**config.mk**
```make
export PLATFORM = sky130hd
export DESIGN_NAME = jt51_lfo_apply
export DESIGN_NICKNAME = d
export VERILOG_FILES = /design/src/rtl/jt51_lfo_apply.sv
export SDC_FILE = /design/constraint.sdc
export NUM_CORES = 1
export LEC_CHECK = 0
export ABC_AREA = 1
export ABC_CLOCK_PERIOD_IN_PS = 5900
export BUFFER_PORTS_ARGS = -buffer_cell sky130_fd_sc_hd__buf_4
export CORE_MARGIN = 2
export CORE_UTILIZATION = 54
export CTS_CLUSTER_SIZE = 8
export DETAILED_ROUTE_END_ITERATION = 8
export GPL_ROUTABILITY_DRIVEN = 0
export PLACE_DENSITY = 0.84
export SLEW_MARGIN = 10
export SYNTH_ARGS = -nofsm -noshare
export SYNTH_HDL_FRONTEND = slang
export SYNTH_SLANG_ARGS = --single-unit
```
**constraint.sdc**
```tcl
create_clock -name clk -period 5.9 [get_ports clk]
set_input_delay 1.475 -clock clk [delete_from_list [all_inputs] [get_ports clk]]
set_output_delay 1.475 -clock clk [all_outputs]
set_load 0.05 [all_outputs]
```
**src/rtl/jt51_lfo_apply.sv**
```systemverilog
// Applies LFO amplitude and phase modulation per slot using each slot's AMS/PMS sensitivity.
// Define JT51_LFO_SNAPSHOT_EN to freeze am/pm_u once per 32-slot round, captured when zero is high.
module jt51_lfo_apply #(
    parameter int SAT_MAX = 6143
) (
    input  logic       clk,
    input  logic       rst,
    input  logic       cen,
    input  logic       zero,
    input  logic [6:0] am,
    input  logic [7:0] pm_u,
    input  logic [2:0] pms,
    input  logic [1:0] ams,
    input  logic       amsen,
    input  logic [6:0] kc,
    input  logic [5:0] kf,
    output logic [6:0] kc_out,
    output logic [5:0] kf_out,
    output logic [9:0] am_att,
    output logic       zero_out
);

    logic [6:0] am_act;
    logic [7:0] pm_act;

`ifdef JT51_LFO_SNAPSHOT_EN
    logic [6:0] am_s_q;
    logic [7:0] pm_s_q;

    always_ff @(posedge clk or posedge rst) begin
        if (rst) begin
            am_s_q <= '0;
            pm_s_q <= '0;
        end else if (cen && zero) begin
            am_s_q <= am;
            pm_s_q <= pm_u;
        end
    end

    // Slot 0 uses the live value; it is the same value that gets captured.
    assign am_act = zero ? am   : am_s_q;
    assign pm_act = zero ? pm_u : pm_s_q;
`else
    assign am_act = am;
    assign pm_act = pm_u;
`endif

    // Stage 1 registers
    logic [2:0] s1_pms_q;
    logic [1:0] s1_ams_q;
    logic       s1_amsen_q, s1_zero_q;
    logic [6:0] s1_kc_q, s1_am_q;
    logic [5:0] s1_kf_q;
    logic [7:0] s1_pm_q;

    always_ff @(posedge clk or posedge rst) begin
        if (rst) begin
            s1_pms_q   <= '0;
            s1_ams_q   <= '0;
            s1_amsen_q <= 1'b0;
            s1_zero_q  <= 1'b0;
            s1_kc_q    <= '0;
            s1_kf_q    <= '0;
            s1_am_q    <= '0;
            s1_pm_q    <= '0;
        end else if (cen) begin
            s1_pms_q   <= pms;
            s1_ams_q   <= ams;
            s1_amsen_q <= amsen;
            s1_zero_q  <= zero;
            s1_kc_q    <= kc;
            s1_kf_q    <= kf;
            s1_am_q    <= am_act;
            s1_pm_q    <= pm_act;
        end
    end

    // Stage 2: linearise pitch, scale PM offset and AM attenuation
    logic [3:0]  note_n;
    logic [12:0] lin_d;
    logic [8:0]  off_d;
    logic [9:0]  am_d;

    always_comb begin
        note_n = 4'd0;
        case (s1_kc_q[3:0])
            4'd0:  note_n = 4'd0;
            4'd1:  note_n = 4'd1;
            4'd2, 4'd3:   note_n = 4'd2;
            4'd4:  note_n = 4'd3;
            4'd5:  note_n = 4'd4;
            4'd6, 4'd7:   note_n = 4'd5;
            4'd8:  note_n = 4'd6;
            4'd9:  note_n = 4'd7;
            4'd10, 4'd11: note_n = 4'd8;
            4'd12: note_n = 4'd9;
            4'd13: note_n = 4'd10;
            default:      note_n = 4'd11;
        endcase
        lin_d = 13'(s1_kc_q[6:4]) * 13'd768 + {3'b000, note_n, 6'b000000} + {7'b0000000, s1_kf_q};

        off_d = 9'd0;
        case (s1_pms_q)
            3'd0: off_d = 9'd0;
            3'd1: off_d = 9'(s1_pm_q[6:0] >> 5);
            3'd2: off_d = 9'(s1_pm_q[6:0] >> 4);
            3'd3: off_d = 9'(s1_pm_q[6:0] >> 3);
            3'd4: off_d = 9'(s1_pm_q[6:0] >> 2);
            3'd5: off_d = 9'(s1_pm_q[6:0] >> 1);
            3'd6: off_d = {1'b0, s1_pm_q[6:0], 1'b0};
            default: off_d = {s1_pm_q[6:0], 2'b00};
        endcase

        am_d = 10'd0;
        if (s1_amsen_q) begin
            case (s1_ams_q)
                2'd0: am_d = 10'd0;
                2'd1: am_d = {3'b000, s1_am_q};
                2'd2: am_d = {2'b00, s1_am_q, 1'b0};
                default: am_d = {1'b0, s1_am_q, 2'b00};
            endcase
        end
    end

    logic [12:0] s2_lin_q;
    logic [8:0]  s2_off_q;
    logic        s2_sign_q, s2_zero_q;
    logic [9:0]  s2_am_q;

    always_ff @(posedge clk or posedge rst) begin
        if (rst) begin
            s2_lin_q  <= '0;
            s2_off_q  <= '0;
            s2_sign_q <= 1'b0;
            s2_zero_q <= 1'b0;
            s2_am_q   <= '0;
        end else if (cen) begin
            s2_lin_q  <= lin_d;
            s2_off_q  <= off_d;
            s2_sign_q <= s1_pm_q[7];
            s2_zero_q <= s1_zero_q;
            s2_am_q   <= am_d;
        end
    end

    // Stage 3: add with saturation, then split back into octave/note/fraction
    logic signed [13:0] sum;
    logic [12:0] sat;
    logic [2:0]  oct_d;
    logic [12:0] rem;
    logic [3:0]  n_out;
    logic [3:0]  note_code;

    always_comb begin
        if (s2_sign_q)
            sum = $signed({1'b0, s2_lin_q}) - $signed({5'b00000, s2_off_q});
        else
            sum = $signed({1'b0, s2_lin_q}) + $signed({5'b00000, s2_off_q});

        if (sum < 14'sd0)
            sat = 13'd0;
        else if (sum > $signed(14'(SAT_MAX)))
            sat = 13'(SAT_MAX);
        else
            sat = sum[12:0];

        oct_d = 3'd0;
        for (int k = 1; k < 8; k++) begin
            if (sat >= 13'(k * 768))
                oct_d = 3'(k);
        end
        rem   = sat - 13'(oct_d) * 13'd768;
        n_out = rem[9:6];

        note_code = 4'd14;
        case (n_out)
            4'd0, 4'd1, 4'd2:   note_code = n_out;
            4'd3, 4'd4, 4'd5:   note_code = n_out + 4'd1;
            4'd6, 4'd7, 4'd8:   note_code = n_out + 4'd2;
            4'd9, 4'd10, 4'd11: note_code = n_out + 4'd3;
            default:            note_code = 4'd14;
        endcase
    end

    always_ff @(posedge clk or posedge rst) begin
        if (rst) begin
            kc_out   <= '0;
            kf_out   <= '0;
            am_att   <= '0;
            zero_out <= 1'b0;
        end else if (cen) begin
            kc_out   <= {oct_d, note_code};
            kf_out   <= rem[5:0];
            am_att   <= s2_am_q;
            zero_out <= s2_zero_q;
        end
    end

endmodule

```
# Yosys cells after proc, flatten, opt, wreduce, memory -nomap -nowiden
# Memory sizes are Yosys's and may differ from the RTL's.
# Cells that the tools add are included.
dict set report word_totals {
  reg_bits 93
  romBits 64
  in_bits 38
  elab_cells 77
  n_memories 1
}
dict set report classes {
  n_addsub 8
  mul 2
  n_lt_le_gt_ge 9
  n_eq_ne 19
  n_mux 14
  reduce_logical 7
}
# memory depth word_bits rd rd_clocked_by_memory_dff wr line_no
set memory_table {}
lappend memory_table {{(name not given)} 16 4 1 0 0 86} ;# case (s1_kc_q[3:0])
# cell n
set ops {}
lappend ops {{9-bit case mux with 7 select lines} 1}
lappend ops {{13-bit by 12-bit >= comparator with 1-bit output, second input constant} 3}
lappend ops {{9-bit case mux with 3 select lines} 1}
lappend ops {{13-bit >= comparator, second input constant} 2}
lappend ops {{13-bit two-way mux} 2}
lappend ops {{3-bit two-way mux} 6}
lappend ops {{4-bit by 3-bit equality test with 1-bit output, second input constant} 4}
lappend ops {{4-bit equality test, second input constant} 4}
lappend ops {{4-bit case mux with 4 select lines} 1}
lappend ops {{13-bit by 9-bit adder with 14-bit output} 1}
lappend ops {{14-bit > comparator, second input constant} 1}
lappend ops {{14-bit by 1-bit < comparator with 1-bit output, second input constant} 1}
lappend ops {{14-bit two-way mux} 1}
lappend ops {{13-bit by 9-bit subtractor with 14-bit output} 1}
lappend ops {{13-bit by 10-bit adder with 13-bit output} 1}
lappend ops {{13-bit by 6-bit adder with 13-bit output} 1}
lappend ops {{13-bit by 10-bit >= comparator with 1-bit output, second input constant} 1}
lappend ops {{13-bit by 11-bit >= comparator with 1-bit output, second input constant} 1}
lappend ops {{3-bit OR reduction} 4}
lappend ops {{10-bit subtractor} 1}
lappend ops {{3-bit equality test, second input constant} 3}
lappend ops {{9-bit two-way mux} 1}
lappend ops {{4-bit by 2-bit adder with 4-bit output, second input constant} 2}
lappend ops {{4-bit by 2-bit equality test with 1-bit output, second input constant} 2}
lappend ops {{other kinds (12)} 13}

# Longest topological paths before layout
# Gate-level depths: netlist of run 1.
dict set report depth {
  depth_word 18
  mapped_depth 42
}

# Least setup slack after synthesis of run 1
# OpenSTA, ideal clock, no wires.
dict set report synth_timing {
  path_kind {flip-flop to flip-flop}
  startpoint {register s2_off_q[0]}
  endpoint {register kc_out[3]}
  arrival_time_ns 4.167
  t_required_ns 5.779
  setup_slack_ns 1.612
  stages_incl_launch_ff 40
  synth_period_minus_slack_ns 4.288
  path_cell_list {dfrtp_1 inv_1 ha_1 nand3_1 nand2_1 o21ai_0 xor2_1 inv_1 ha_1 nand2_1 nand2_1 nand2_1 nand2_1 a21oi_1 nand3_1 nand2_4 nand3_4 nand2_2 [4 not listed] nand2_1 nand2_1 nand2_1 nand2_2 nand2_2 ha_1 nand3_2 inv_1 ha_1 nand2_1 o21ai_0 nand3b_1 nand2_1 inv_1 nand2_1 nand3_1 o21bai_1 nand2_1}
}
dict set report synth_between {
  elab_chain_cells 18
  elab_cells_between_ends 43
}
# item line_no
set synth_rtl {}
lappend synth_rtl {{start: declaration} 126} ;# logic [8:0] s2_off_q;
lappend synth_rtl {{start signal: assignment} 133} ;# s2_off_q <= '0;
lappend synth_rtl {{start signal: assignment} 139} ;# s2_off_q <= off_d;
lappend synth_rtl {{13-bit by 9-bit adder with 14-bit output or 13-bit by 9-bit subtractor with 14-bit output (tied branches)} {158, 156}}
lappend synth_rtl {{14-bit two-way mux *} 155} ;# if (s2_sign_q)
lappend synth_rtl {{14-bit > comparator} 162} ;# else if (sum > $signed(14'(SAT_MAX)))
lappend synth_rtl {{13-bit two-way mux} 162}
lappend synth_rtl {{13-bit two-way mux *} 160} ;# if (sum < 14'sd0)
lappend synth_rtl {{13-bit by 10-bit >= comparator with 1-bit output} 169} ;# if (sat >= 13'(k * 768))
lappend synth_rtl {{1-bit two-way mux} 169}
lappend synth_rtl {{3-bit two-way mux (5 in series)} 169}
lappend synth_rtl {{3-bit two-way mux *} 169}
lappend synth_rtl {{named net oct_d[0]} 149} ;# logic [2:0] oct_d;
lappend synth_rtl {{3-bit by 2-bit multiplier with 2-bit output *} 172} ;# rem = sat - 13'(oct_d) * 13'd768;
lappend synth_rtl {{10-bit subtractor *} 172}
lappend synth_rtl {{parallel branches: the longest is 2 deep, another holds 4-bit by 2-bit adder with 4-bit output} -}
lappend synth_rtl {{4-bit case mux with 4 select lines *} 176} ;# case (n_out)
lappend synth_rtl {{end signal: assignment} 192} ;# kc_out <= {oct_d, note_code};
lappend synth_rtl {{end: declaration} 17} ;# output logic [6:0] kc_out,
# Mark *: on every way through the listed nets, which the timed path passes.
# A chain may end at the register's enable or synchronous reset.

# Worst setup path after layout of run 1
# Same ends and word-level chain as after synthesis.

==> results.py, run 1 <==
metrics = {
    "run_status": {
        "status": "complete, no violations",
    },
    "logic_synthesis": {
        "synth_area_um2": 5403,
        "postSynthCellCount": 711,
        "synth_top_family_by_area": "simple AND/OR/NAND/NOR gates",
        "synth-compound-area-share_pct": 13.69,
        "ys_types": 37,
        "ys_warn_count": 0,
        "synth_fp_nets": 775,
        "synth_fa_ha_area_share_pct": 6.577,
        "ys_seq_area_share_pct": 42.15,
        "syn_area_per_cell_um2": 7.599,
        "synth.area.mux_share_pct": 0,
        "yosys.area_share.simple_pct": 24.99,
        "ys_ff_latch": 91,
        "synthXorXnorAreaFrac_pct": 3.404,
    },
    "placement": {
        "hpwlAfterDp_um": 8723,
        "portBuffers": 60,
        "pre_cts_ws_ns": 0.8559,
    },
    "sta": {
        "rsz0062_at_grt": "false",
        "period_share_pct": 87.13,
        "hold_violations": 0,
        "setup_tns_ns": 0,
        "maxSlewHeadroom_pct": 36.26,
        "drv_slew": 0,
        "worst_slew_pin_slew_ns": 0.9550,
        "timing.fmax_ghz": 0.1945,
        "finalSetupViolations": 0,
        "finClkSkew_ns": 0.01424,
        "setup_slack_ns": 0.7595,
        "period_minus_slack_ns": 5.140,
    },
    "drt": {
        "ant_nets": 0,
        "vias": 4869,
        "first_pass_iters": 5,
        "vias_per_cell": 5.416,
        "drt-initial-drc-count": 339,
        "drc": 0,
        "wire_per_inst_um": 13.52,
        "wl_um": 12150,
    },
    "cts": {
        "cts_tree": "built",
        "cts_buffers": 9,
        "root_buffer": "clkbuf_8",
        "cts_hold_buf": 0,
        "worstSkewPairLatency_ns": 0.38,
        "cts.repair.resized": 0,
        "cts_buffer_depth": 2,
        "post_cts_buffers": 0,
        "clkTransAtPathRegs_ns": 0.10,
        "cts.sinks": 91,
        "htree_levels": 3,
    },
    "power": {
        "cellLeakagePower_nw": 3.205,
        "power.density_nw_per_um2": 555.4,
        "vdd_drop_max_uv": 389.2,
    },
    "job": {
        "maxCapViolCount": 0,
    },
    "floorplanning": {
        "initial_utilization_pct": 55.53,
        "die_x_um": 104.0,
        "row_count": 36,
        "die_h_um": 104.0,
        "coreArea_um2": 9729,
        "io_pins": 62,
        "die_area_um2": 10820,
    },
    "global_routing": {
        "gr-total-overflow": 0,
        "grt_pass1_wl_um": 21270,
        "grt_max_degree": 104,
        "grt_antenna_before_repair": 0,
        "grt_pass1_vias": 4820,
        "grtUsageTotal_pct": 23.76,
    },
    "cells_and_area": {
        "multi_input_area_um2": 2633,
        "nFillCells": 874,
        "nets": 825,
        "antennaDiodeCount": 0,
        "syn_to_final_growth_pct": 13.27,
        "drive_gt1_share_pct": 13.97,
        "regArea_um2": 2277,
    },
    "worst_setup_path": {
        "cp-start-kind": "flop",
        "arrival_ns": 5.42,
        "rr_worst_depth": 40,
        "cp-end-kind": "flop",
        "critPathCapture": "kc_out[3]",
        "path_common_cell": "nand2_1",
        "reg2reg_slack_ns": 0.76,
        "slowest_stage": "ha_1",
        "path_class": "flop to flop",
        "slowest_delay_ns": 0.41,
        "crit_required_ns": 6.18,
        "crit_fanout": 14,
        "worstReg2RegStart": "s2_off_q[0]",
        "rr_endpoint": "kc_out[3]",
        "crit_start": "s2_off_q[0]",
    },
    "min_path": {
        "hold_depth": 2,
        "holdCritPathClass": "flop to flop",
    },
}
## how the worst min path moves through the flow
stage | startpoint | endpoint
after detailed placement | s1_pm_q[7] | s1_pm_q[7]
final | s1_kf_q[5] | s2_lin_q[5]
after global placement | s1_pm_q[7] | s1_pm_q[7]
after CTS | s1_kf_q[5] | s2_lin_q[5]
after global routing | s2_zero_q | zero_out
after floorplan | s1_amsen_q | s1_amsen_q
## synth_stat cells (all sizes together)
library cell  count  share of area (%)
o2111ai           1               0.16
nand3            40                4.5
inv             104                7.2
nor3              6               0.56
xnor2            12                1.9
a22oi             1               0.14
o21bai            1               0.14
xor2              9                1.5
nand2           229                 17
a21oi            20                1.9
conb              1              0.069
o31ai             1               0.14
o211ai            4               0.56
nand4             7               0.81
clkbuf           19                1.3
nor2             29                2.2
o22ai            11                1.3
nand3b            3               0.42
buf               4               0.58
o21ai            76                7.0
a221oi            5               0.81
o221ai            5               0.81
a32oi             1               0.16
fa                4                1.5
a211oi            1               0.14
ha               22                5.1
dfrtp            91                 42
a31oi             4               0.46
## cell usage in the layout, fill, tap and decap left out, drive strengths merged
cell type  count
fa             4
clkinv         3
a21oi         20
buf           62
a211oi         1
nand3b         3
nand4          7
clkbuf        10
o22ai         11
o31ai          1
o211ai         4
xor2           9
nand2        229
clkinvlp       2
a221oi         5
a22oi          1
o21bai         1
o221ai         5
inv          105
o21ai         76
dfrtp         91
nand3         40
conb           1
xnor2         12
a32oi          1
o2111ai        1
a31oi          4
ha            22
nor3           6
nor2          29
## flip-flops by register name (all words and copies together) (netlist names), 3 cells and up
signal and cells:
s2_lin_q 13, am_att 9, s2_am_q 9, s2_off_q 9, s1_pm_q 8, kc_out 7
s1_am_q 7, s1_kc_q 7, kf_out 6, s1_kf_q 6, s1_pms_q 3
## worst max-delay path: cells and delay by family, from the launching register on
family                     cells  cell delay [ns]
AOI/OAI and AO/OA              3             0.34
xor gates and xnor gates       1             0.14
adders and majority gates      4             1.21
buffers and inverters          6             0.44
DFF                            1             0.40
and+or+nand+nor               26             2.52
## kinds of logic (layout without fill, tap and decap cells)
logic type               after synthesis  after routing
AND/OR/NAND/NOR                      314            314
AO/OA/AOI/OAI                        131            131
buffers and inverters                127            182
flip-flops                            91             91
adder cells (fa/ha/maj)               26             26
XOR/XNOR                              21             21
other                                  1              1
## through the flow
stage                     util (%)  power [mW]  area, um^2  hold slack, ns  std cells
after floorplan                  -       2.498        5403          0.4422        711
after global placement       60.98       2.846        5933          0.4569        883
after detailed placement     60.98       2.941        5933          0.4599        883
after CTS                    62.90       3.370        6120          0.4774        899
after global routing         62.90       3.701        6120          0.5147        899
final                        62.90       3.399        6120          0.4702        899
## metal layers
metal  track usage, %  share of wire (%)
met5                0                  0
met2            40.93                 49
met1            29.53                 42
met4            7.915                2.0
met3            5.451                6.6
## report_power, final
| group | internal [mW] | leakage [nW] | switching [mW] | total [mW] |
|---|---|---|---|---|
| Sequential | 0.730 | 1.14 | 0.0694 | 0.799 |
| Combinational | 0.733 | 1.97 | 1.45 | 2.19 |
| Clock | 0.169 | 0.0908 | 0.245 | 0.414 |
## cell type report
type                       instances  area share, %
tap                              133          2.719
clock buffer                      10          2.249
clock inverter                     6         0.7974
timing repair buffer              62          7.606
multi-input combinational        493          43.02
inverter                         104          6.400
sequential                        91          37.21
(Power assumes the default switching activity.)
==> inputs of run 2 (changes only) <==
--- a/config.mk
+++ b/config.mk
@@ -5,7 +5,6 @@
 export SDC_FILE = /design/constraint.sdc
 export NUM_CORES = 1
 export LEC_CHECK = 0
-export ABC_AREA = 1
 export ABC_CLOCK_PERIOD_IN_PS = 5900
 export BUFFER_PORTS_ARGS = -buffer_cell sky130_fd_sc_hd__buf_4
 export CORE_MARGIN = 2
@@ -13,8 +12,7 @@
 export CTS_CLUSTER_SIZE = 8
 export DETAILED_ROUTE_END_ITERATION = 8
 export GPL_ROUTABILITY_DRIVEN = 0
-export PLACE_DENSITY = 0.84
-export SLEW_MARGIN = 10
+export PLACE_DENSITY = 0.83
 export SYNTH_ARGS = -nofsm -noshare
 export SYNTH_HDL_FRONTEND = slang
 export SYNTH_SLANG_ARGS = --single-unit
==> results.py, run 2 <==
metrics = {
    "global_routing": {
        "grt_use_met1_pct": 28.29,
        "grt_max_degree": 80,
        "grt_pass1_wl_um": 20760,
        "busiest_layer": "met2",
        "grt_use_met3_pct": 3.495,
        "grt_use_met2_pct": 38.92,
        "grtUsageTotal_pct": 22.81,
        "gr-total-overflow": 0,
        "grt_antenna_before_repair": 0,
        "grt_pass1_vias": 4447,
    },
    "logic_synthesis": {
        "yosys.area.top_type": "dfrtp_1",
        "syn_area_per_cell_um2": 9.953,
        "synth_fp_nets": 634,
        "ys_warn_count": 0,
        "postSynthCellCount": 570,
        "yosysMostFrequentCell": "dfrtp_1",
        "ys_seq_area_share_pct": 40.14,
        "ys_types": 71,
        "synth-edff-count": 0,
        "synth_area_leaders": "dfrtp_1, mux2_2, ha_1",
        "synth_area_um2": 5673,
        "synth-main-ff-cell": "dfrtp_1",
        "synth_commonest_cells": "dfrtp_1, mux2_2, inv_1",
        "ys_ff_latch": 91,
        "synth.top_cell.area_share_pct": 40.14,
        "synthArstFlopShare_pct": 100.0,
    },
    "sta": {
        "period_minus_slack_ns": 5.682,
        "holdWs_ns": 0.5062,
        "timing.fmax_ghz": 0.1760,
        "hold_violations": 0,
        "period_share_pct": 96.30,
        "setup_tns_ns": 0,
        "worst_slew_pin_slew_ns": 0.8273,
        "rsz0062_at_grt": "false",
        "finalSetupViolations": 0,
        "maxSlewHeadroom_pct": 44.85,
        "finClkSkew_ns": 0.01608,
        "drv_slew": 0,
    },
    "worst_setup_path": {
        "cp_cell_sequence": "inv_1 > ha_1 > nor3b_2 > a31oi_1 > xnor2_1 > ha_1 > a21oi_1 > nand3_1 > o22ai_1 > mux2_4 > a221oi_4 > o311a_1 > a311oi_1 > a311oi_1 > ha_1 > inv_1 > nor3_1 > fa_1 > nor4b_1 > a21oi_1 > a31oi_1",
        "path_common_cell": "ha_1",
        "path_class": "flop to flop",
        "slowest_stage": "fa_1",
        "crit_fanout": 9,
        "slowest_delay_ns": 0.50,
        "worst_path_dominant_cell_family": "compound AO/OA/AOI/OAI gates",
        "cp-start-kind": "flop",
        "crit_required_ns": 6.13,
        "arrival_ns": 5.91,
        "worst-path-buf-inv": 2,
        "cp-end-kind": "flop",
    },
    "placement": {
        "hpwlAfterDp_um": 8916,
        "portBuffers": 60,
        "dp_cells": 739,
    },
    "floorplanning": {
        "die_h_um": 106.5,
        "die_area_um2": 11340,
        "io_pins": 62,
        "row_count": 37,
        "die_x_um": 106.5,
        "initial_utilization_pct": 55.20,
        "coreArea_um2": 10280,
    },
    "cts": {
        "cts_hold_buf": 0,
        "cts_buffer_depth": 2,
        "cts.sinks": 91,
        "worstSkewPairLatency_ns": 0.37,
        "htree_levels": 3,
        "post_cts_buffers": 0,
        "clkTransAtPathRegs_ns": 0.09,
        "cts_buffers": 9,
        "root_buffer": "clkbuf_8",
        "cts_tree": "built",
        "cts.repair.resized": 0,
    },
    "drt": {
        "wl_um": 12280,
        "vias_per_cell": 5.971,
        "wire_per_inst_um": 16.27,
        "drc": 0,
        "ant_nets": 0,
        "drt-initial-drc-count": 290,
        "first_pass_iters": 5,
        "vias": 4508,
    },
    "cells_and_area": {
        "stdcell_count": 755,
        "drive_gt1_share_pct": 26.33,
        "largest_reg_flops": 13,
        "syn_to_final_growth_pct": 13.10,
        "nets": 678,
        "regMostFlops": "s2_lin_q",
        "antennaDiodeCount": 0,
        "layout_commonest_cell": "dfrtp_1",
        "final_cell_mix": "dfrtp_1, mux2_2, buf_4",
    },
    "power": {
        "cellLeakagePower_nw": 2.820,
        "power.density_nw_per_um2": 599.4,
        "vdd_drop_max_uv": 297.2,
    },
    "min_path": {
        "holdCritPathClass": "flop to flop",
    },
    "job": {
        "maxCapViolCount": 0,
    },
    "run_status": {
        "status": "complete, no violations",
    },
}
## run 2: logic make-up (layout without fill, tap and decap cells)
kind of cell	count (synthesis)	in the layout	synth area share, %
other	1	1	0.06610
and+or+nand+nor	127	127	11.93
muxes	74	74	14.56
buffers and inverters	73	122	5.117
AOI/OAI and AO/OA	155	155	18.35
xor gates and xnor gates	22	22	3.397
DFF	91	91	40.14
adders and majority gates	27	27	6.440
## run 2: power by group
group          switching, mW  internal, mW  leakage (nW)
clock                  0.216         0.220        0.0998
sequential             0.101         0.747          1.11
combinational           1.55          1.01          1.61
## run 2: layout make-up
cell class,count,area [um^2]
inverters,42,158.9
fillers,809,3861
clock inverters,3,46.29
flip-flops and latches,91,2277
repair buffers,64,480.5
well taps,136,170.2
clock buffers,13,158.9
multi-input cells,406,3124
## run 2: worst paths after layout
check | endpoint | slack, ns | depth (start not counted) | start
max in group asynchronous | s1_kf_q[3] | 3.63 | 3 | rst
worst min register to register | s2_lin_q[2] | 0.51 | 1 | s1_kf_q[2]
min in group asynchronous | s2_lin_q[5] | 1.22 | 2 | rst
worst max-delay path | kc_out[1] | 0.22 | 21 | s2_off_q[0]
worst min-delay path | s2_lin_q[2] | 0.51 | 1 | s1_kf_q[2]
worst max register to register | kc_out[1] | 0.22 | 21 | s2_off_q[0]
## run 2: per-layer routing
layer  vias up  part of all wire, %
li1       2150                    -
met1      2162                   42
met2       155                   49
met3        41                  5.4
met4         0                  3.5
met5         -                    0
## run 2: metrics by stage
stage	power (mW)	setup slack, ns	instance area [um^2]	utilization (%)
global placement	3.223	0.5417	6192	60.25
finish	3.846	0.2181	6416	62.43
CTS	3.793	0.1239	6397	62.25
detailed placement	3.341	0.1517	6192	60.25
global route	4.115	0.05812	6416	62.43
floorplan	2.801	0.7221	5673	-
==> inputs of run 3 (changes only) <==
--- a/config.mk
+++ b/config.mk
@@ -13,6 +13,7 @@
 export DETAILED_ROUTE_END_ITERATION = 8
 export GPL_ROUTABILITY_DRIVEN = 0
 export PLACE_DENSITY = 0.83
+export SKIP_LAST_GASP = 1
 export SYNTH_ARGS = -nofsm -noshare
 export SYNTH_HDL_FRONTEND = slang
 export SYNTH_SLANG_ARGS = --single-unit
==> constraint.sdc (replaced) <==
create_clock -name clk -period 5.9 [get_ports clk]
set_input_delay 0 -clock clk [delete_from_list [all_inputs] [get_ports clk]]
set_output_delay 0 -clock clk [all_outputs]
set_load 0.05 [all_outputs]
==> results.py, run 3 (same netlist as run 2, synthesis figures left out) <==
metrics = {
    "sta": {
        "rsz0062_at_grt": "false",
        "period_share_pct": 94.00,
        "drv_slew": 0,
        "worst_slew_pin_slew_ns": 0.9745,
        "setup_tns_ns": 0,
        "finClkSkew_ns": 0.01166,
        "timing.fmax_ghz": 0.1803,
        "hold_violations": 0,
        "maxSlewHeadroom_pct": 35.04,
        "finalSetupViolations": 0,
        "period_minus_slack_ns": 5.546,
    },
    "min_path": {
        "hold_depth": 2,
        "worstHoldStart": "cen",
        "holdCritPathClass": "input pin to flop",
        "holdPathEnd": "s2_am_q[8]",
    },
    "floorplanning": {
        "die_h_um": 106.5,
        "die_x_um": 106.5,
        "io_pins": 62,
        "coreArea_um2": 10280,
        "row_count": 37,
        "initial_utilization_pct": 55.20,
        "die_area_um2": 11340,
    },
    "power": {
        "power.density_nw_per_um2": 570.9,
        "power_frac_comb_pct": 66.8,
        "p_switching_mw": 1.886,
        "vdd_drop_max_uv": 348.5,
        "swShare_pct": 48.79,
        "total_power_mw": 3.866,
        "intPower_mw": 1.980,
        "p_clk_share_pct": 11.3,
        "p_seq_share_pct": 21.9,
        "cellLeakagePower_nw": 2.970,
    },
    "worst_setup_path": {
        "cp_cell_sequence": "inv_1 > ha_1 > nor3b_2 > a31oi_1 > xnor2_1 > ha_1 > a21oi_1 > nand3_1 > o22ai_1 > mux2_4 > a221oi_4 > o311a_1 > a311oi_1 > a311oi_1 > ha_2 > inv_1 > nor3_1 > fa_1 > nor4b_1 > a21oi_1 > a31oi_1",
        "worst-path-buf-inv": 2,
        "cp-end-kind": "flop",
        "crit_fanout": 9,
        "cp-start-kind": "flop",
        "worstReg2RegStart": "s2_off_q[0]",
        "reg2reg_slack_ns": 0.35,
        "slowest_delay_ns": 0.50,
        "crit_required_ns": 6.15,
        "worst_path_dominant_cell_family": "compound AO/OA/AOI/OAI gates",
        "arrival_ns": 5.80,
        "rr_worst_depth": 21,
        "rr_endpoint": "kc_out[1]",
        "path_class": "flop to flop",
        "slowest_stage": "fa_1",
    },
    "drt": {
        "dr_wl_met3_um": 502,
        "vias": 4557,
        "wire_per_inst_um": 16.25,
        "wl_um": 12860,
        "drt-initial-drc-count": 303,
        "wl_met2_um": 6623,
        "drc": 0,
        "wl_met1_um": 5344,
        "ant_nets": 0,
        "first_pass_iters": 5,
        "vias_per_cell": 5.761,
        "top_layer": "met4",
    },
    "cts": {
        "worstSkewPairLatency_ns": 0.38,
        "cts_buffer_depth": 2,
        "cts.sinks": 91,
        "root_buffer": "clkbuf_8",
        "cts_buffers": 9,
        "htree_levels": 3,
        "cts_tree": "built",
        "clkTransAtPathRegs_ns": 0.10,
        "post_cts_buffers": 0,
    },
    "cells_and_area": {
        "layout_commonest_cell": "dfrtp_1",
        "fin_area_um2": 6771,
        "final_cell_mix": "dfrtp_1, mux2_2, buf_4",
        "stdcell_count": 791,
        "syn_to_final_growth_pct": 19.36,
        "antennaDiodeCount": 0,
        "nets": 714,
        "drive_gt1_share_pct": 25.34,
        "final_util_pct": 65.89,
        "nFillCells": 770,
        "regMostFlops": "s2_lin_q",
        "largest_reg_flops": 13,
    },
    "placement": {
        "portBuffers": 60,
        "dp_cells": 739,
        "hpwlAfterDp_um": 8962,
        "place_area_um2": 6192,
    },
    "global_routing": {
        "grt_pass1_vias": 4586,
        "grt_max_degree": 88,
        "grt_pass1_wl_um": 21390,
        "gr-total-overflow": 0,
        "grtUsageTotal_pct": 23.81,
        "grt_antenna_before_repair": 0,
    },
    "run_status": {
        "status": "complete, no violations",
    },
    "job": {
        "maxCapViolCount": 0,
    },
}
run 3: worst max path at each step:
stage	start	endpoint	slack, ns	cells after the start
finish	s2_off_q[0]	kc_out[1]	0.35	21
global route	s2_off_q[0]	kc_out[1]	0.03	21
CTS	s2_off_q[1]	kc_out[1]	0.23	21
detailed placement	s2_off_q[1]	kc_out[1]	0.25	21
global placement	s2_off_q[0]	kc_out[1]	0.54	20
floorplan	s2_off_q[0]	kc_out[1]	0.72	22
run 3: per-stage QoR:
step                      setup WS (ns)  hold WS, ns
after floorplan                  0.7221       0.1210
after global placement           0.5358     -0.07410
after detailed placement         0.2455     -0.06223
after CTS                        0.2274      0.02415
after global routing            0.02565      0.03586
final                            0.3538      0.04293
run 3: metal layers:
| metal | GRT usage, % | vias up |
|---|---|---|
| met3 | 4.721 | 28 |
| met1 | 28.13 | 2199 |
| met5 | 0 | - |
| met4 | 10.48 | 0 |
| met2 | 41.99 | 109 |
| li1 | - | 2221 |
run 3: cell type report:
class                   instances  area (um^2)  area share (%)
clock inverters                 7        73.82           1.090
clock buffers                   9        123.9           1.829
flip-flops and latches         91         2277           33.63
multi-input cells             406         3127           46.18
well taps                     136        170.2           2.513
inverters                      42        158.9           2.347
repair buffers                100        840.8           12.42
run 3: power by group through the flow:
stage / combinational (mW) / clock, mW / sequential, mW
after floorplan: 1.80 / 0 / 1.00
after global placement: 2.38 / 0 / 0.850
after detailed placement: 2.48 / 0 / 0.858
after CTS: 2.51 / 0.446 / 0.846
after global routing: 2.81 / 0.470 / 0.866
final: 2.58 / 0.437 / 0.848
run 3: what timing repair did:
| action | 4_1_cts | 5_1_grt |
|---|---|---|
| hold buffers | 36 | 0 |
| endpoints found under the hold margin | 47 | 0 |
| endpoints found under the setup margin | 0 | 2 |
| gates resized for setup | 0 | 5 |
run 3: worst reg2reg max path: cells and delay by family (launching register included):
family	cells	cell delay [ns]
compound gates	9	1.92
flops	1	0.43
xor+xnor	1	0.15
simple gates	4	0.98
fa+ha+maj	4	1.41
buf+inv	2	0.21
mux	1	0.35
